**config.mk**
```make
export PLATFORM = sky130hd
export DESIGN_NAME = command_encapsulate_rr_arb
export DESIGN_NICKNAME = d
export VERILOG_FILES = /design/src/rtl/cmd_encap_pkg.sv /design/src/rtl/cmd_ch_fifo.sv /design/src/rtl/command_encapsulate_rr_arb.sv
export SDC_FILE = /design/constraint.sdc
export NUM_CORES = 1
export LEC_CHECK = 0
export CELL_PAD_IN_SITES_DETAIL_PLACEMENT = 1
export CELL_PAD_IN_SITES_GLOBAL_PLACEMENT = 1
export CORE_MARGIN = 2
export CORE_UTILIZATION = 50
export CTS_BUF_LIST = sky130_fd_sc_hd__clkbuf_8 sky130_fd_sc_hd__clkbuf_16
export DETAILED_ROUTE_END_ITERATION = 8
export GPL_TIMING_DRIVEN = 0
export PLACE_DENSITY = 0.77
export SYNTH_ARGS = -nofsm -noshare
export SYNTH_HDL_FRONTEND = slang
export SYNTH_SLANG_ARGS = --single-unit
```
**constraint.sdc**
```tcl
create_clock -name i_clk -period 10.7 [get_ports i_clk]
set_input_delay 1.605 -clock i_clk [delete_from_list [all_inputs] [get_ports i_clk]]
set_output_delay 1.605 -clock i_clk [all_outputs]
set_load 0.05 [all_outputs]
```
**src/rtl/cmd_encap_pkg.sv**
```systemverilog
// Shared HCP command layout, type code and module-id constants for the command encapsulator.
package cmd_encap_pkg;

  localparam int unsigned CMD_W        = 64;
  localparam int unsigned PAYLOAD_W    = 51;
  localparam int unsigned MID_W        = 7;
  localparam int unsigned SEQ_W        = 3;

  localparam int unsigned CMD_DATA_LSB = 0;
  localparam int unsigned CMD_ADDR_LSB = 32;
  localparam int unsigned CMD_MID_LSB  = 51;
  localparam int unsigned CMD_SEQ_LSB  = 58;
  localparam int unsigned CMD_FIX_BIT  = 61;
  localparam int unsigned CMD_TYPE_LSB = 62;

  localparam logic [1:0] CMD_TYPE_RD = 2'b11;

  localparam logic [MID_W-1:0] MID_HRG = 7'd0;
  localparam logic [MID_W-1:0] MID_OST = 7'd1;
  localparam logic [MID_W-1:0] MID_CC  = 7'd2;
  localparam logic [MID_W-1:0] MID_TFT = 7'd3;
  localparam logic [MID_W-1:0] MID_OSM = 7'd4;

  typedef struct packed {
    logic [1:0]           cmd_type;
    logic                 fix;
    logic [SEQ_W-1:0]     seq;
    logic [MID_W-1:0]     mid;
    logic [PAYLOAD_W-1:0] payload;  // {raddr, rdata}
  } cmd_t;

endpackage

```
**src/rtl/cmd_ch_fifo.sv**
```systemverilog
// Per-channel FIFO; an empty FIFO passes the incoming write straight to the read port so a
// same-cycle push/pop costs no latency.
module cmd_ch_fifo #(
  parameter int unsigned W     = 52,
  parameter int unsigned DEPTH = 4
) (
  input  logic         i_clk,
  input  logic         i_rst_n,
  input  logic         i_push,
  input  logic         i_pop,
  input  logic [W-1:0] iv_wdata,
  output logic [W-1:0] ov_rdata_c,
  output logic         o_full,
  output logic         o_empty
);

  localparam int unsigned AW = $clog2(DEPTH);
  localparam int unsigned CW = AW + 1;

  if (DEPTH < 2 || (DEPTH & (DEPTH - 1)) != 0) begin : g_bad_depth
    $error("cmd_ch_fifo: DEPTH must be a power of 2 and >= 2");
  end

  logic [W-1:0]  mem [DEPTH];
  logic [AW-1:0] wptr_q, rptr_q;
  logic [CW-1:0] count_q, count_nxt;
  logic          push_ok, pop_ok;

  always_comb begin
    push_ok    = i_push & ~o_full;
    pop_ok     = i_pop & (~o_empty | push_ok);
    count_nxt  = count_q + CW'(push_ok) - CW'(pop_ok);
    ov_rdata_c = o_empty ? iv_wdata : mem[rptr_q];
  end

  always_ff @(posedge i_clk) begin
    if (push_ok) mem[wptr_q] <= iv_wdata;
  end

  always_ff @(posedge i_clk or negedge i_rst_n) begin
    if (!i_rst_n) begin
      wptr_q  <= '0;
      rptr_q  <= '0;
      count_q <= '0;
      o_full  <= 1'b0;
      o_empty <= 1'b1;
    end else begin
      if (push_ok) wptr_q <= wptr_q + AW'(1);
      if (pop_ok)  rptr_q <= rptr_q + AW'(1);
      count_q <= count_nxt;
      o_full  <= (count_nxt == CW'(DEPTH));
      o_empty <= (count_nxt == '0);
    end
  end

endmodule

```
**src/rtl/command_encapsulate_rr_arb.sv**
```systemverilog
// Round-robin command encapsulator: per-channel FIFOs feed one registered ready/valid HCP port.
// Optional CMD_ENCAP_SEQ_EN stamps a 3-bit wrapping sequence number into each command.
module command_encapsulate_rr_arb
  import cmd_encap_pkg::*;
#(
  parameter int unsigned CH_NUM     = 5,
  parameter int unsigned ADDR_W     = 19,
  parameter int unsigned DATA_W     = 32,
  parameter int unsigned FIFO_DEPTH = 4,
  parameter int unsigned MID_BASE   = 0
) (
  input  logic                     i_clk,
  input  logic                     i_rst_n,
  input  logic [CH_NUM-1:0]        iv_wr,
  input  logic [CH_NUM*ADDR_W-1:0] iv_raddr,
  input  logic [CH_NUM-1:0]        iv_addr_fix,
  input  logic [CH_NUM*DATA_W-1:0] iv_rdata,
  output logic [CH_NUM-1:0]        ov_full,
  output logic [63:0]              ov_command,
  output logic                     o_command_wr,
  input  logic                     i_command_ready,
  output logic [15:0]              ov_drop_cnt
);

  localparam int unsigned ENT_W = ADDR_W + DATA_W + 1;
  localparam int unsigned PTR_W = (CH_NUM > 1) ? $clog2(CH_NUM) : 1;

  if (ADDR_W + DATA_W != PAYLOAD_W) begin : g_bad_width
    $error("command_encapsulate_rr_arb: ADDR_W + DATA_W must equal 51");
  end
  if (CH_NUM < 1 || CH_NUM > 8) begin : g_bad_ch
    $error("command_encapsulate_rr_arb: CH_NUM must be 1..8");
  end
  if (CMD_DATA_LSB != 0 || CMD_MID_LSB != PAYLOAD_W || CMD_SEQ_LSB != CMD_MID_LSB + MID_W ||
      CMD_FIX_BIT != CMD_SEQ_LSB + SEQ_W || CMD_TYPE_LSB != CMD_FIX_BIT + 1 ||
      CMD_TYPE_LSB + 2 != CMD_W || CMD_ADDR_LSB > CMD_MID_LSB) begin : g_bad_layout
    $error("command_encapsulate_rr_arb: inconsistent command field layout");
  end

  logic [CH_NUM-1:0] fifo_full, fifo_empty, push, pop, req, drops;
  logic [ENT_W-1:0]  fifo_rd [CH_NUM];

  for (genvar g = 0; g < CH_NUM; g++) begin : g_ch
    cmd_ch_fifo #(
      .W     (ENT_W),
      .DEPTH (FIFO_DEPTH)
    ) u_fifo (
      .i_clk      (i_clk),
      .i_rst_n    (i_rst_n),
      .i_push     (push[g]),
      .i_pop      (pop[g]),
      .iv_wdata   ({iv_addr_fix[g], iv_raddr[g*ADDR_W +: ADDR_W], iv_rdata[g*DATA_W +: DATA_W]}),
      .ov_rdata_c (fifo_rd[g]),
      .o_full     (fifo_full[g]),
      .o_empty    (fifo_empty[g])
    );
  end

  logic [PTR_W-1:0]  ptr_q, gnt_idx;
  logic              gnt_vld, load;
  logic [ENT_W-1:0]  sel;
  logic [SEQ_W-1:0]  seq_cur;
  logic [3:0]        ndrop;
  logic [16:0]       drop_sum;
  logic [15:0]       drop_q, drop_nxt;
  logic [63:0]       cmd_q;
  logic              wr_q;
  int unsigned       idx;
  cmd_t              cmd_nxt;

  // Requests include writes landing this cycle so an idle block forwards them immediately.
  always_comb begin
    push  = iv_wr & ~fifo_full;
    drops = iv_wr & fifo_full;
    req   = ~fifo_empty | push;
    ndrop = '0;
    for (int unsigned k = 0; k < CH_NUM; k++) ndrop = ndrop + 4'(drops[k]);
    drop_sum = 17'(drop_q) + 17'(ndrop);
    drop_nxt = drop_sum[16] ? 16'hFFFF : drop_sum[15:0];
  end

  // Round-robin search starting at the pointer.
  always_comb begin
    gnt_vld = 1'b0;
    gnt_idx = '0;
    idx     = 0;
    for (int unsigned i = 0; i < CH_NUM; i++) begin
      idx = 32'(ptr_q) + i;
      if (idx >= CH_NUM) idx = idx - CH_NUM;
      if (!gnt_vld && req[idx]) begin
        gnt_vld = 1'b1;
        gnt_idx = PTR_W'(idx);
      end
    end
    load = (~wr_q | i_command_ready) & gnt_vld;
    pop  = load ? (CH_NUM'(1) << gnt_idx) : '0;
    sel  = fifo_rd[gnt_idx];
    cmd_nxt.cmd_type = CMD_TYPE_RD;
    cmd_nxt.fix      = sel[ENT_W-1];
    cmd_nxt.seq      = seq_cur;
    cmd_nxt.mid      = MID_W'(MID_BASE + 32'(gnt_idx));
    cmd_nxt.payload  = sel[PAYLOAD_W-1:0];
  end

`ifdef CMD_ENCAP_SEQ_EN
  logic [SEQ_W-1:0] seq_q;
  always_ff @(posedge i_clk or negedge i_rst_n) begin
    if (!i_rst_n)  seq_q <= '0;
    else if (load) seq_q <= seq_q + SEQ_W'(1);
  end
  assign seq_cur = seq_q;
`else
  assign seq_cur = '0;
`endif

  always_ff @(posedge i_clk or negedge i_rst_n) begin
    if (!i_rst_n) begin
      ptr_q  <= '0;
      cmd_q  <= '0;
      wr_q   <= 1'b0;
      drop_q <= '0;
    end else begin
      drop_q <= drop_nxt;
      if (load) begin
        cmd_q <= cmd_nxt;
        wr_q  <= 1'b1;
        ptr_q <= (32'(gnt_idx) == CH_NUM - 1) ? '0 : gnt_idx + PTR_W'(1);
      end else if (wr_q && i_command_ready) begin
        cmd_q <= '0;
        wr_q  <= 1'b0;
      end
    end
  end

  assign ov_command   = cmd_q;
  assign o_command_wr = wr_q;
  assign ov_drop_cnt  = drop_q;
  assign ov_full      = fifo_full;

endmodule

```
# After elaboration in Yosys (flattened, before gate mapping)
# Memories as Yosys holds them, arrays and structs flattened.
# Cells that the tools add are included.
totals:
  reg_bits: 129
  mem_bits_rw: 1040
  mem_count: 5
op_classes:
  add_sub_neg: 35
  order_cmp: 11
  n_eq_ne: 6
  shifts: 1
  muxes: 50
  n_bitwise: 34
  n_reduce_logical: 15
mem_list:
  columns: ["name", "depth", "width", "read_ports", "rd_ports_with_merged_regs", "wr", "line_no", "rtl"]
  rows:
  - ["g_ch[0].u_fifo.mem", 4, 52, 1, 0, 1, "cmd_ch_fifo.sv:24", "logic [W-1:0] mem [DEPTH];"]
  - ["g_ch[1].u_fifo.mem", 4, 52, 1, 0, 1, "cmd_ch_fifo.sv:24", null]
  - ["g_ch[2].u_fifo.mem", 4, 52, 1, 0, 1, "cmd_ch_fifo.sv:24", null]
  - ["g_ch[3].u_fifo.mem", 4, 52, 1, 0, 1, "cmd_ch_fifo.sv:24", null]
  - ["g_ch[4].u_fifo.mem", 4, 52, 1, 0, 1, "cmd_ch_fifo.sv:24", null]
ops:
  columns: ["op", "count"]
  rows:
  - ["$mux 52", 7]
  - ["$lt 32x4->1 const B", 5]
  - ["$mux 32", 5]
  - ["$bmux 52 s3", 1]
  - ["$mux 64", 2]
  - ["$mux 1", 22]
  - ["$add 2x1->2 const B", 10]
  - ["$sub 4x3->5 const B", 4]
  - ["$eq 3x3->1 const B", 6]
  - ["$mux 3", 6]
  - ["$add 16x4->17", 1]
  - ["$ge 4x3->1 const B", 4]
  - ["$mux 16", 1]
  - ["$add 3x1->3", 5]
  - ["$bmux 1 s3", 5]
  - ["$logic_not 3->1", 5]
  - ["$sub 3x1->3", 5]
  - ["$and 1x1->1", 11]
  - ["$not 1->1", 11]
  - ["$and 5x5->5", 2]
  - ["$not 5->5", 2]
  - ["$add 3x2->4 const B", 2]
  - ["$or 1x1->1", 6]
  - ["$logic_and 1x1->1", 5]
  - ["other kinds (16)", 19]

# Longest topological paths before layout
# Gate-level depths: netlist of run 1.
logic_depth:
  depth_word: 23
  ltp_mapped: 24

# Hierarchy
# From an unflattened synthesis of run 1, not the netlist that was laid out.
unflattened:
  cells_unflattened: 3640
  hier_area_um2: 53551.4
modules_own_cells:
  columns: ["mod", "instances", "cells_per_inst", "area_each_um2", "seq_area_each_um2"]
  rows:
  - ["cmd_ch_fifo", 5, 544, 9191.3, 6472.5]
  - ["command_encapsulate_rr_arb", 1, 920, 7594.8, 1876.8]

# Least setup slack after synthesis of run 1
# Ideal clock, no wire load.
synth_timing:
  kind: "input -> register"
  start: "input iv_wr[3]"
  end: "register g_ch[3].u_fifo.o_full"
  setup_time_ns: 0.088
  arrival_ns: 5.608
  required_ns: 10.612
  slack_ns: 5.004
  path_stages: 19
  path_cell_list: "nor2b_1 buf_2 o32ai_1 o32ai_1 o31a_1 or3_4 or4b_4 o21ai_4 inv_2 buf_4 ha_1 ha_1 and3_1 ha_1 inv_1 ha_1 fa_1 xnor2_1 nor3b_1"
synth_between:
  word_cells_on_any_way: 39
synth_rtl:
  columns: ["item", "line_no", "rtl"]
  rows:
  - ["start, declared", "command_encapsulate_rr_arb.sv:14", "input logic [CH_NUM-1:0] iv_wr,"]
  - ["$and 5x5->5", "command_encapsulate_rr_arb.sv:73", "push = iv_wr & ~fifo_full;"]
  - ["$and 1x1->1", "cmd_ch_fifo.sv:30", "push_ok = i_push & ~o_full;"]
  - ["net g_ch[3].u_fifo.push_ok", "cmd_ch_fifo.sv:27", "logic push_ok, pop_ok;"]
  - ["$or 1x1->1", "cmd_ch_fifo.sv:31", "pop_ok = i_pop & (~o_empty | push_ok);"]
  - ["$and 1x1->1", "cmd_ch_fifo.sv:31", null]
  - ["net g_ch[3].u_fifo.pop_ok", "cmd_ch_fifo.sv:27", null]
  - ["$sub 3x1->3", "cmd_ch_fifo.sv:32", "count_nxt = count_q + CW'(push_ok) - CW'(pop_ok);"]
  - ["net g_ch[3].u_fifo.count_nxt[2]", "cmd_ch_fifo.sv:26", "logic [CW-1:0] count_q, count_nxt;"]
  - ["$eq 3x3->1", "cmd_ch_fifo.sv:51", "o_full <= (count_nxt == CW'(DEPTH));"]
  - ["end signal, assigned", "cmd_ch_fifo.sv:51", null]
  - ["end, declared", "cmd_ch_fifo.sv:13", "output logic o_full,"]
# The timed path passes the listed nets, and every way through them passes these cells. The select of a mux whose other input is x is not followed.
# A chain may end at the register's enable or synchronous reset.

# Final worst setup path of run 1
layout_timing:
  start: "input iv_wr[1]"
  end: "register g_ch[3].u_fifo.o_full"
layout_between:
  elab_chain_len: 22
  word_cells_on_any_way: 36
layout_lines:
  columns: ["item", "line_no", "rtl"]
  rows:
  - ["$and 5x5->5 (*)", "command_encapsulate_rr_arb.sv:73", null]
  - ["$or 5x5->5 (*)", "command_encapsulate_rr_arb.sv:75", "req = ~fifo_empty | push;"]
  - ["$bmux 1 s3", "command_encapsulate_rr_arb.sv:90", "if (!gnt_vld && req[idx]) begin"]
  - ["$mux 1 (implied by the code)", "command_encapsulate_rr_arb.sv:90", null]
  - ["$mux 1", "command_encapsulate_rr_arb.sv:90", null]
  - ["$logic_not 1->1", "command_encapsulate_rr_arb.sv:90", null]
  - ["$logic_and 1x1->1", "command_encapsulate_rr_arb.sv:90", null]
  - ["$mux 1", "command_encapsulate_rr_arb.sv:90", null]
  - ["[8 not listed]", null, null]
  - ["$mux 3 or $mux 1 (tied branches)", "command_encapsulate_rr_arb.sv:90", null]
  - ["$shl 1x3->5 or $and 1x1->1 (tied branches)", "command_encapsulate_rr_arb.sv:96, command_encapsulate_rr_arb.sv:95", null]
  - ["$mux 5 (*)", "command_encapsulate_rr_arb.sv:96", "pop = load ? (CH_NUM'(1) << gnt_idx) : '0;"]
  - ["$and 1x1->1 (*)", "cmd_ch_fifo.sv:31", null]
  - ["net g_ch[3].u_fifo.pop_ok", "cmd_ch_fifo.sv:27", null]
  - ["$sub 3x1->3 (*)", "cmd_ch_fifo.sv:32", null]
  - ["net g_ch[3].u_fifo.count_nxt[2]", "cmd_ch_fifo.sv:26", null]
  - ["$eq 3x3->1 (*)", "cmd_ch_fifo.sv:51", null]
# Mark *: on every way through the listed nets, which the timed path passes. The rest lies on a longest branch. The select of a mux whose other input is x is not followed.

==> results.sh, run 1 <==
export IMPL_ys_seq_area_share_pct=70.8
export IMPL_drc=0
export IMPL_synth_edf_count=1040
export IMPL_syn2layout_area_growth_pct=18.7
export IMPL_cp_max_fo=10
export IMPL_cts_tree="done"
export IMPL_wire_per_inst_um=30.2
export IMPL_vdd_drop_max_v=0.000186
export IMPL_grt_max_degree=68
export IMPL_grt_total_usage_pct=28.0
export IMPL_p_leak_nw=19.9
export IMPL_slew_viol_final=0
export IMPL_rsz0062_at_grt="no"
export IMPL_maxCapViolCount=0
export IMPL_setup_viol=0
export IMPL_io_buffers=346
export IMPL_die_h_um=315
export IMPL_synth_cell_types=80
export IMPL_period_minus_slack_ns=6.75
export IMPL_worst_setup_path_end_kind="register"
export IMPL_crit_arrival_ns=7.31
export IMPL_io_pins=354
export IMPL_critPathKind="input pin to register"
export IMPL_max_slew_margin_pct=6.71
export IMPL_gp_congestion=0.875
export IMPL_power_mw=19.4
export IMPL_vias=27583
export IMPL_synth_top_flop_cell="edfxtp_1"
export IMPL_yosys_warnings=0
export IMPL_n_fill_cell=8539
export IMPL_multi_input_area_um2=13300
export IMPL_max_stage_delay_ns=0.58
export IMPL_dr_pass1_iters=7
export IMPL_worst_pin_slew_ns=1.39
export IMPL_post_cts_resized=0
export IMPL_cts_buffers=118
export IMPL_max_freq_ghz=0.148
export IMPL_finish_utilization_pct=59.6
export IMPL_final_nets=3488
export IMPL_dp_hpwl_mm=95.0
export IMPL_clock_latency_ns=0.71
export IMPL_final_cell_mix="edfxtp_1, clkdlybuf4s50_1, nand2_1, mux4_2, mux2i_1"
export IMPL_postCtsSetupBuffers=0
export IMPL_clockBufferDepth=3
export IMPL_drive_gt1_share_pct=18.3
export IMPL_root_buffer="clkbuf_16"
export IMPL_synth_async_reset_ratio_pct=10.3
export IMPL_finalSetupTns_ns=0
export IMPL_grt_pass1_wl_mm=202
export IMPL_mostFrequentLayoutCell="edfxtp_1"
export IMPL_hold_class="register to register"
export IMPL_viasPerCell=6.06
export IMPL_grt_pass1_vias=29576
export IMPL_fp_dieW_um=315
export IMPL_power_density_nw_per_um2=338
export IMPL_grt_ovfl_total=0
export IMPL_hold_violations=0
export IMPL_cpMostUsedCell="ha_1"
export IMPL_core_um2=96300
export IMPL_h_tree_depth=3
export IMPL_holdBufCountCts=0
export IMPL_syn_avg_cell_area_um2=18.0
export IMPL_crit_path_start_kind="input pin"
export IMPL_skew_ns=0.0319
export IMPL_fin_crit_sh_pct=63.1
export IMPL_wl_mm=138
export IMPL_drtIter0Drc=2882
export IMPL_ff_latch_area_um2=34200
export IMPL_cts_num_sinks=1160
export IMPL_dieArea_um2=99200
export IMPL_postSynthCellCount=2686
export IMPL_crit_slowest_cell="clkdlybuf4s50_1"
export IMPL_antenna_found_initial=30
export IMPL_clk_pin_slew_ns=0.06
export IMPL_ant_nets=0
export IMPL_crit_chain="clkdlybuf4s50_1 > nor2b_1 > clkbuf_1 > a2111oi_0 > a211oi_1 > o21ai_1 > a21oi_1 > or4b_4 > o21ai_4 > inv_2 > buf_4 > ha_1 > ha_1 > and3_1 > ha_1 > inv_1 > ha_1 > fa_1 > xnor2_1 > nor3b_1"
export IMPL_start_util_pct=50.2
export IMPL_synth_seq_cells=1160
export IMPL_status="finished clean"
export IMPL_crit_required_ns=11.26
export IMPL_synth_cell_area_um2=48400
export IMPL_rows=114
[cell usage after synthesis (16+ instances only)]
| master | count | share of area, % |
|---|---|---|
| edfxtp_1 | 1040 | 65 |
| nand2_1 | 303 | 2.4 |
| mux4_2 | 260 | 12 |
| mux2i_1 | 161 | 3.3 |
| a21oi_1 | 123 | 1.3 |
| dfrtp_1 | 115 | 6.0 |
| clkbuf_1 | 83 | 0.64 |
| mux2_2 | 54 | 1.3 |
| a222oi_1 | 52 | 1.1 |
| o21ai_1 | 50 | 0.52 |
| ha_1 | 49 | 1.3 |
| inv_1 | 42 | 0.33 |
| buf_2 | 28 | 0.29 |
| and2_1 | 27 | 0.35 |
| buf_1 | 27 | 0.21 |
| nor2_1 | 22 | 0.17 |
| buf_4 | 20 | 0.31 |
| xnor2_1 | 20 | 0.36 |
| o21ai_0 | 19 | 0.20 |
| xor2_1 | 17 | 0.31 |
| nand2b_1 | 16 | 0.21 |
[per-layer routing]
| layer | up-vias | track usage [%] | routed length (um) |
|---|---|---|---|
| met5 | - | 0 | 208 |
| met4 | 30 | 8.12 | 3420 |
| met3 | 202 | 5.69 | 10500 |
| met2 | 1004 | 45.5 | 67800 |
| met1 | 14687 | 38.7 | 55700 |
| li1 | 11660 | - | - |
[through the flow]
| step | setup slack (ns) | std cells | hold WS, ns | instance area (um2) |
|---|---|---|---|---|
| 5_1_grt | 3.66 | 4552 | 0.527 | 57400 |
| 4_1_cts | 3.95 | 4541 | 0.502 | 57400 |
| 3_3_place_gp | 2.62 | 4314 | 0.470 | 53400 |
| 6_report | 3.95 | 4555 | 0.507 | 57400 |
| 3_5_place_dp | 3.21 | 4319 | 0.487 | 53600 |
| 2_1_floorplan | 5.00 | 2692 | 0.455 | 48400 |
[logic make-up after synthesis]
family	count (synthesis)	share of synthesized area [%]
adder cells (fa/ha/maj)	57	1.60
multiplexers	475	16.7
AND/OR/NAND/NOR	440	4.10
buffers and inverters	214	1.94
other	1	0.00776
AO/OA/AOI/OAI	300	4.11
XOR/XNOR	39	0.737
flip-flops	1160	70.8
[power by group]
group / switching, mW / internal, mW
logic: 5.88 / 3.19
clock network: 1.74 / 2.23
registers: 0.366 / 6.01
[registers in the layout (all words and copies together), names as in the netlist]
register / count
g_ch.u_fifo.rptr_q: 10
ov_drop_cnt: 16
ov_command: 56
g_ch.u_fifo.o_full: 5
g_ch.u_fifo.o_empty: 5
ptr_q: 3
g_ch.u_fifo.wptr_q: 10
g_ch.u_fifo.count_q: 15
g_ch.u_fifo.mem: 1040
[final timing paths]
check	from	to	slack (ns)	cells after the start
hold / removal	g_ch[2].u_fifo.count_q[2]	g_ch[2].u_fifo.count_q[2]	0.51	1
max in group asynchronous	i_rst_n	ov_command[41]	8.97	2
hold reg to reg	g_ch[2].u_fifo.count_q[2]	g_ch[2].u_fifo.count_q[2]	0.51	1
min in group asynchronous	i_rst_n	ov_drop_cnt[8]	0.92	1
setup / recovery	iv_wr[1]	g_ch[3].u_fifo.o_full	3.95	20
setup reg to reg	ptr_q[1]	g_ch[3].u_fifo.o_full	4.01	24
[cell type report]
type                            instances  area share, %
Multi-Input combinational cell       1318           23.1
Timing Repair Buffer                  351           6.28
Antenna cell                           14         0.0610
Sequential cell                      1160           59.7
Buffer                                162           1.29
Tap cell                             1276           2.78
Inverter                               52          0.340
Clock buffer                          133           5.52
Clock inverter                         89          0.970
[critical path: cells and delay by family]
kind | cells | cell delay, ns
adders and majority gates | 5 | 1.35
xor gates and xnor gates | 1 | 0.26
buffers and inverters | 5 | 1.59
AOI/OAI and AO/OA | 5 | 1.04
and+or+nand+nor | 4 | 1.43
Note: power is estimated with default switching activity, not from simulation.
==> inputs of run 2 (changes only) <==
==> constraint.sdc (replaced) <==
create_clock -name i_clk -period 6.4 [get_ports i_clk]
set_input_delay 0.96 -clock i_clk [delete_from_list [all_inputs] [get_ports i_clk]]
set_output_delay 0.96 -clock i_clk [all_outputs]
set_load 0.05 [all_outputs]
==> results.sh, run 2 (synthesis gave the netlist of run 1 again) <==
export IMPL_fp_dieW_um=315
export IMPL_grt_pass1_wl_mm=202
export IMPL_syn2layout_area_growth_pct=18.8
export IMPL_dieArea_um2=99200
export IMPL_dr_pass1_iters=9
export IMPL_cts_num_sinks=1160
export IMPL_power_density_nw_per_um2=567
export IMPL_root_buffer="clkbuf_16"
export IMPL_rsz0062_at_grt="no"
export IMPL_met1Wirelength_mm=55.8
export IMPL_r2r_worst_path_cells=23
export IMPL_cp_max_fo=10
export IMPL_hold_class="input pin to asynchronous set/reset pin"
export IMPL_path_delay_family="adder cells"
export IMPL_vias=27571
export IMPL_timing_rr_end="g_ch[3].u_fifo.o_full"
export IMPL_skew_ns=0.0316
export IMPL_viasPerCell=6.05
export IMPL_hold_violations=0
export IMPL_clk_pin_slew_ns=0.06
export IMPL_finalSetupTns_ns=0
export IMPL_die_h_um=315
export IMPL_grt_pass1_vias=29587
export IMPL_cp_num_cells=23
export IMPL_period_minus_slack_ns=6.10
export IMPL_max_freq_ghz=0.164
export IMPL_max_stage_delay_ns=0.54
export IMPL_cp_num_buf_inv=6
export IMPL_worst_pin_slew_ns=1.40
export IMPL_cts_tree="done"
export IMPL_largest_reg_flops=1040
export IMPL_final_cells=4558
export IMPL_io_buffers=346
export IMPL_rows=114
export IMPL_n_fill_cell=8538
export IMPL_vdd_drop_max_v=0.000290
export IMPL_setup_viol=0
export IMPL_cpMostUsedCell="ha_1"
export IMPL_crit_chain="clkbuf_4 > clkinvlp_4 > ha_1 > inv_1 > ha_1 > a21oi_2 > xnor2_2 > mux2i_1 > o221ai_1 > or3_4 > or4b_4 > o21ai_4 > inv_4 > buf_4 > ha_1 > ha_1 > and3_1 > ha_1 > inv_1 > ha_1 > fa_1 > xnor2_2 > nor3b_4"
export IMPL_topRoutingLayerUsed="met5"
export IMPL_final_nets=3492
export IMPL_ant_nets=0
export IMPL_r2r_slack_ns=0.30
export IMPL_grt_total_usage_pct=28.0
export IMPL_final_cell_mix="edfxtp_1, clkdlybuf4s50_1, nand2_1, mux4_2, mux2i_1"
export IMPL_h_tree_depth=3
export IMPL_crit_slowest_cell="or4b_4"
export IMPL_dp_hpwl_mm=95.0
export IMPL_crit_reg2reg_launch="ptr_q[1]"
export IMPL_maxCapViolCount=0
export IMPL_slew_viol_final=0
export IMPL_start_util_pct=50.2
export IMPL_placed_cells=4319
export IMPL_status="finished clean"
export IMPL_fin_crit_sh_pct=95.4
export IMPL_drc=0
export IMPL_core_um2=96300
export IMPL_wl_met2_mm=67.9
export IMPL_crit_required_ns=7.00
export IMPL_grt_max_degree=68
export IMPL_worst_setup_path_end_kind="register"
export IMPL_drive_gt1_share_pct=18.7
export IMPL_wl_mm=138
export IMPL_drtIter0Drc=2685
export IMPL_clockBufferDepth=3
export IMPL_mostFrequentLayoutCell="edfxtp_1"
export IMPL_crit_path_start_kind="register"
export IMPL_max_slew_margin_pct=6.44
export IMPL_grt_ovfl_total=0
export IMPL_cts_buffers=118
export IMPL_crit_arrival_ns=6.71
export IMPL_gp_congestion=0.875
export IMPL_power_mw=32.6
export IMPL_wire_per_inst_um=30.2
export IMPL_clock_latency_ns=0.71
export IMPL_regMostFlops="g_ch.u_fifo.mem"
export IMPL_critPathKind="register to register"
export IMPL_dr_wl_met3_mm=10.5
export IMPL_io_pins=354
export IMPL_p_leak_nw=19.9
export IMPL_antenna_found_initial=30
[run 2: cell count changes in the layout (fill, tap and decap cells not counted), sizes merged]
cell,delta
inv,-1
clkinvlp,+1
buf,+4
diode,-1
[run 2: worst max-delay path by stage]
stage / startpoint / to / slack [ns]
floorplan: ptr_q[1] / g_ch[3].u_fifo.o_full / 1.06
global placement: i_rst_n / ov_command[39] / -1.03
detailed placement: iv_wr[0] / g_ch[3].u_fifo.o_full / -0.45
CTS: ptr_q[1] / g_ch[3].u_fifo.o_full / 0.05
global route: ptr_q[1] / g_ch[3].u_fifo.o_full / 0.04
finish: ptr_q[1] / g_ch[3].u_fifo.o_full / 0.30
[run 2: worst reg2reg max path, stage by stage (launching register included)]
cell,delay (ns)
dfrtp_2,0.43
clkbuf_4,0.23
clkinvlp_4,0.18
ha_1,0.22
inv_1,0.05
ha_1,0.22
a21oi_2,0.09
xnor2_2,0.31
mux2i_1,0.34
o221ai_1,0.25
or3_4,0.42
or4b_4,0.54
o21ai_4,0.17
inv_4,0.14
buf_4,0.25
ha_1,0.23
ha_1,0.22
and3_1,0.25
ha_1,0.32
inv_1,0.04
ha_1,0.19
fa_1,0.43
xnor2_2,0.23
nor3b_4,0.25
[run 2: metrics by stage]
step | hold slack, ns | cell area [um2] | utilization, % | worst slack, ns
after floorplan | 0.455 | 48400 | - | 1.06
after global placement | 0.470 | 53400 | 55.5 | -1.03
after detailed placement | 0.487 | 53600 | 55.7 | -0.445
after CTS | 0.268 | 57400 | 59.6 | 0.0540
after global routing | 0.300 | 57500 | 59.7 | 0.0372
final | 0.265 | 57500 | 59.7 | 0.295
[run 2: power breakdown]
group | internal [mW] | leakage, nW | switching (mW)
registers | 10.0 | 11.0 | 0.614
clock network | 3.72 | 1.93 | 2.92
logic | 5.40 | 7.00 | 9.90
[run 2: cell type report]
cell class / count / area, um2 / share of cell area (%)
inverter: 52 / 201 / 0.351
tap: 1276 / 1600 / 2.78
clock buffer: 133 / 3170 / 5.52
antenna: 13 / 32.5 / 0.0566
multi-input combinational: 1318 / 13300 / 23.1
clock inverter: 89 / 557 / 0.969
buffer: 162 / 746 / 1.30
timing repair buffer: 355 / 3630 / 6.32
sequential: 1160 / 34200 / 59.6
[run 2: timing repair]
action / in CTS / in global routing
hold buffers: 0 / 0
buffers inserted: 0 / 4
endpoints found under the setup margin: 1 / 2
resized for setup: 6 / 7
pin swaps: 1 / 1
[run 2: metal layers]
| layer | track usage (%) | vias to the layer above |
|---|---|---|
| met5 | 0 | - |
| li1 | - | 11651 |
| met2 | 45.5 | 1008 |
| met4 | 8.12 | 30 |
| met3 | 5.69 | 207 |
| met1 | 38.7 | 14675 |
==> patch 1: new RTL, flow settings as in run 1 <==
Change the parameter `FIFO_DEPTH` from 4 to 2.
--- a/src/rtl/command_encapsulate_rr_arb.sv
+++ b/src/rtl/command_encapsulate_rr_arb.sv
@@ -8,3 +8,3 @@
   parameter int unsigned DATA_W     = 32,
-  parameter int unsigned FIFO_DEPTH = 4,
+  parameter int unsigned FIFO_DEPTH = 2,
   parameter int unsigned MID_BASE   = 0
Check against the original RTL: not equivalent (a bounded check fails within 4 cycles, from zero or initial values and one cycle with i_rst_n low).
==> patch 1 against run 1 <==
  * Design area fell by 39%
  * Wire length shrank 33%
  * Sequential cell count is 535 lower
  * Power decreased by 34%
  * First-iteration DRC count decreased by 46%
  * Via count fell by 28%
  * Synthesized cell count down 22%
  * Synthesized area down 42%
  * Critical path depth unchanged
  * Worst setup slack better by 0.55 ns
  * Non-clock buffer count decreased by 9
==> patch 1: results (changes against run 1) <==
* Status: complete, no violations
* Synth Area in XOR/XNOR at 1.03% (+0.29 points)
* Synth Area in Adders at 1.50% (-0.097 points)
* Nets at 2828 (-19%)
* Synth area leaders: edfxtp_1, mux2i_1, dfrtp_1
* Max-slew headroom at 22.9% (+16 points)
* P_sw at 5.64 mW (-29%)
* Die area at 58200 um2 (-41%)
* Synth cell count leaders: edfxtp_1, mux2i_1, nand2_1
* Maximum VDD drop at 0.000197 V (+5.7%)
* Hold Crit Start: ov_command[52]
* Pre-Repair DR Iteration Count at 5 (-2)
* Hold endpoint: ov_command[52]
* Clock network area share at 6.01% (-0.49 points)
* Reg power frac at 28.6% (-4.2 points)
* CP max-delay cell: or4b_1
* Hold-critical path depth at 2 (+1)
* Max FFs per register at 520 (-50%)
* Placed cell areas at 32900 um2 (-39%)
* DR WL met2 at 45800 um (-32%)
* Area fraction in compound gates after synthesis at 10.4% (+6.3 points)
* Met3 Use GR at 7.63% (+1.9 points)
* Global routing usage on met1 at 39.7% (+0.97 points)
* Ratio of cells with drive above 1 in the final layout at 7.29% (-11 points)
* Buffering overhead at 12.6% (+5.0 points)
* Initial core utilization at 50.8% (+0.58 points)
* Leak at 13.2 nW (-34%)
* Ant. Diodes at 10 (-4)
* Clock share of power at 17.7% (-2.7 points)
* Post-route clock skew at 0.0151 ns (-0.0168 ns)
* Clock latency on the worst-skew pair at 0.61 ns (-0.10 ns)
* Inverters, non-clock at 33 (-37%)
* Initial DRC count at 1542 (-46%)
* Met2 global-route usage at 53.9% (+8.4 points)
* Wirelength per Cell at 27.6 um (-8.8%)
* Initial antenna violation count at 27 (-10%)
* Seq/Total Area, Yosys at 64.8% (-6.0 points)
* DP HPWL at 65200 um (-31%)
* Fillers at 5377 (-37%)
* Number of multi-input logic gates at 1297 (-1.6%)
* Vias at 19875 (-28%)
* Seq Cell Count at 625 (-46%)
* Crit path largest cell delay at 0.53 ns (-0.05 ns)
* Switch share at 44.3% (+3.1 points)
* CTS Buf Count at 67 (-43%)
* Post-layout instance area at 35000 um2 (-39%)
[patch 1: cell count changes after synthesis, sizes merged, moves of 17 or more]
cell,change
o21ai,+203
mux4,-260
a32oi,+50
edfxtp,-520
a222oi,-52
buf,-34
a21oi,-110
o221ai,+53
clkbuf,+19
mux2,-53
inv,-17
ha,-20
mux2i,+206
[patch 1: worst max-delay path by stage]
stage                  start                        end  slack (ns)  cells after the start
CTS                 iv_wr[4]      g_ch[3].u_fifo.o_full        4.54                     20
floorplan           iv_wr[4]      g_ch[3].u_fifo.o_full        5.50                     19
global route        ptr_q[1]      g_ch[3].u_fifo.o_full        4.25                     21
global placement    iv_wr[4]  g_ch[4].u_fifo.mem[0][27]        3.52                      3
detailed placement  iv_wr[4]      g_ch[3].u_fifo.o_full        3.92                     20
finish              iv_wr[4]      g_ch[3].u_fifo.o_full        4.50                     20
==> patch 2: new RTL, config.mk and constraints of run 1 <==
Without the edit above. Put one more register stage on the output `ov_drop_cnt`, with the module's reset. The value now appears one clock later. The other outputs are not delayed to match.
--- a/src/rtl/command_encapsulate_rr_arb.sv
+++ b/src/rtl/command_encapsulate_rr_arb.sv
@@ -136,3 +136,9 @@
   assign o_command_wr = wr_q;
-  assign ov_drop_cnt  = drop_q;
+  always_ff @(posedge i_clk or negedge i_rst_n) begin
+    if (!i_rst_n) begin
+      ov_drop_cnt <= '0;
+    end else begin
+      ov_drop_cnt <= drop_q;
+    end
+  end
   assign ov_full      = fifo_full;
Check against the original RTL: not settled (the Yosys comparison gave no result); the edit may change what the design does.
==> patch 2 against run 1 <==
  * Maximum frequency fell by 7.8%
  * Register-to-register slack got worse by 0.30 ns
  * Design area rose by 1.4%
  * Clock skew fell by 0.0045 ns
  * Combinational power fell by 3.9%
  * Worst setup slack got worse by 0.57 ns
  * Core utilization fell by 0.19 points
  * Critical path type unchanged
  * Power fell by 1.0%
  * Sequential cell count rose by 16
  * Synthesized area rose by 1.7%
  * Sequential power rose by 2%
  * Wire length rose by 2.1%
  * Non-clock buffer count rose by 6
==> patch 2: results (changes against run 1) <==
* First-pass GRT wire length at 206000 um (+1.9%)
* Synth area leaders: edfxtp_1, mux4_2, dfrtp_1
* Fillers at 8533 (-0.070%)
* Hold-critical path depth at 0 (-1)
* Finished Layout Cells at 4559 (+0.088%)
* Status: complete, no violations
* P_int at 11.5 mW (+0.91%)
* Largest net degree at the start of global routing at 72 (+5.9%)
* CTS Buf Count at 119 (+0.85%)
* Nets at 3462 (-0.75%)
* Reg2reg end: g_ch[3].u_fifo.o_full
* Synth cell count leaders: edfxtp_1, mux4_2, nand2_1
* Placer Congestion at 0.841 (-3.9%)
* Netlist cell types at 85 (+6.3%)
* Ratio of cells with drive above 1 in the final layout at 19.7% (+1.4 points)
* Pre-Repair DR Iteration Count at 6 (-1)
* Asr flop ratio synth at 11.6% (+1.2 points)
* Overall Global Routing Usage at 28.0% (-0.055 points)
* Initial antenna violation count at 60 (+100%)
* Synth Area in Adders at 1.57% (-0.027 points)
* Hold endpoint: ov_drop_cnt[0]
* Via density at 6.09 (+0.65%)
* Crit path largest cell delay at 0.68 ns (+0.10 ns)
* DP HPWL at 97300 um (+2.4%)
* Cell count after synthesis at 2663 (-0.86%)
* Initial DRC count at 2885 (+0.10%)
* Maximum VDD drop at 0.000181 V (-2.6%)
* Area fraction in compound gates after synthesis at 4.68% (+0.57 points)
* Worst hold path class: flop to flop
* Number of global-route vias before repair at 29558 (-0.061%)
* Reg2reg start: ptr_q[0]
* Hold Crit Start: drop_q[0]
* Mux cell area share after synthesis at 16.5% (-0.17 points)
* Synth Area in XOR/XNOR at 0.689% (-0.048 points)
* Clock buffer depth at 3 (unchanged)
* Clock latency on the worst-skew pair at 0.74 ns (+0.03 ns)
* Seq/Total Area, Yosys at 70.4% (-0.38 points)
* Max-slew headroom at 26.6% (+20 points)
* Leak at 20.2 nW (+1.7%)
* CP max-delay cell: a211oi_4
* Worst EP arrival at 7.93 ns (+0.62 ns)
* Crit path from: iv_wr[0]
* Dpl cells at 4303 (-0.37%)
* R2R setup slack at 3.71 ns (-0.30 ns)
* Post-route clock skew at 0.0275 ns (-0.00447 ns)
* Final WL at 141000 um (+2.1%)
* Top reg by flops: g_ch.u_fifo.mem
* FF-to-FF path depth at 26 (+8.3%)
[patch 2: changes by cell type after synthesis, sizes merged, moves of 12 or more]
cell	delta
mux2	+53
o21ai	-50
a22oi	+52
dfrtp	+16
and3	+73
mux2i	-55
nor2	+12
o311ai	+36
a21oi	-110
a222oi	-52
o211ai	+120
nand2	-117
clkbuf	+15
[patch 2: power groups by stage]
stage	Clock (mW)	Combinational, mW	Sequential, mW
3_3_place_gp	0	8.27	6.53
2_1_floorplan	0	5.10	6.77
5_1_grt	4.24	9.22	6.54
3_5_place_dp	0	8.57	6.55
4_1_cts	4.07	8.68	6.47
6_report	4.03	8.72	6.47
[patch 2: final cells by class]
class	instances	share of cell area [%]
antenna	32	0.138
buffer	172	1.33
clock buffer	135	5.55
clock inverter	89	0.939
inverter	55	0.359
multi-input combinational	1266	23.4
sequential	1176	59.5
tap	1287	2.77
timing repair buffer	347	6.00
[patch 2: critical path: cells and delay by family]
family                     cells  cell delay [ns]
buffers and inverters          6             1.81
and+or+nand+nor                6             1.79
adders and majority gates      5             1.18
AOI/OAI and AO/OA              3             1.03
xor gates and xnor gates       1             0.27
muxes                          1             0.20
[patch 2: per-layer routing]
metal	part of all wire (%)	GRT usage, %	wire length (um)	vias to the layer above
li1	-	-	-	11720
met1	41	38.9	57300	14690
met2	48	44.2	67800	1099
met3	8.3	6.36	11700	230
met4	2.5	9.19	3580	48
met5	0.22	0	305	-
[patch 2: metrics by stage]
step | cell area [um2] | hold WS (ns) | setup WS [ns]
finish | 58200 | 0.383 | 3.38
global route | 58200 | 0.401 | 3.13
CTS | 58100 | 0.386 | 3.38
detailed placement | 54400 | 0.372 | 2.76
global placement | 54300 | 0.361 | 2.11
floorplan | 49200 | 0.354 | 4.96
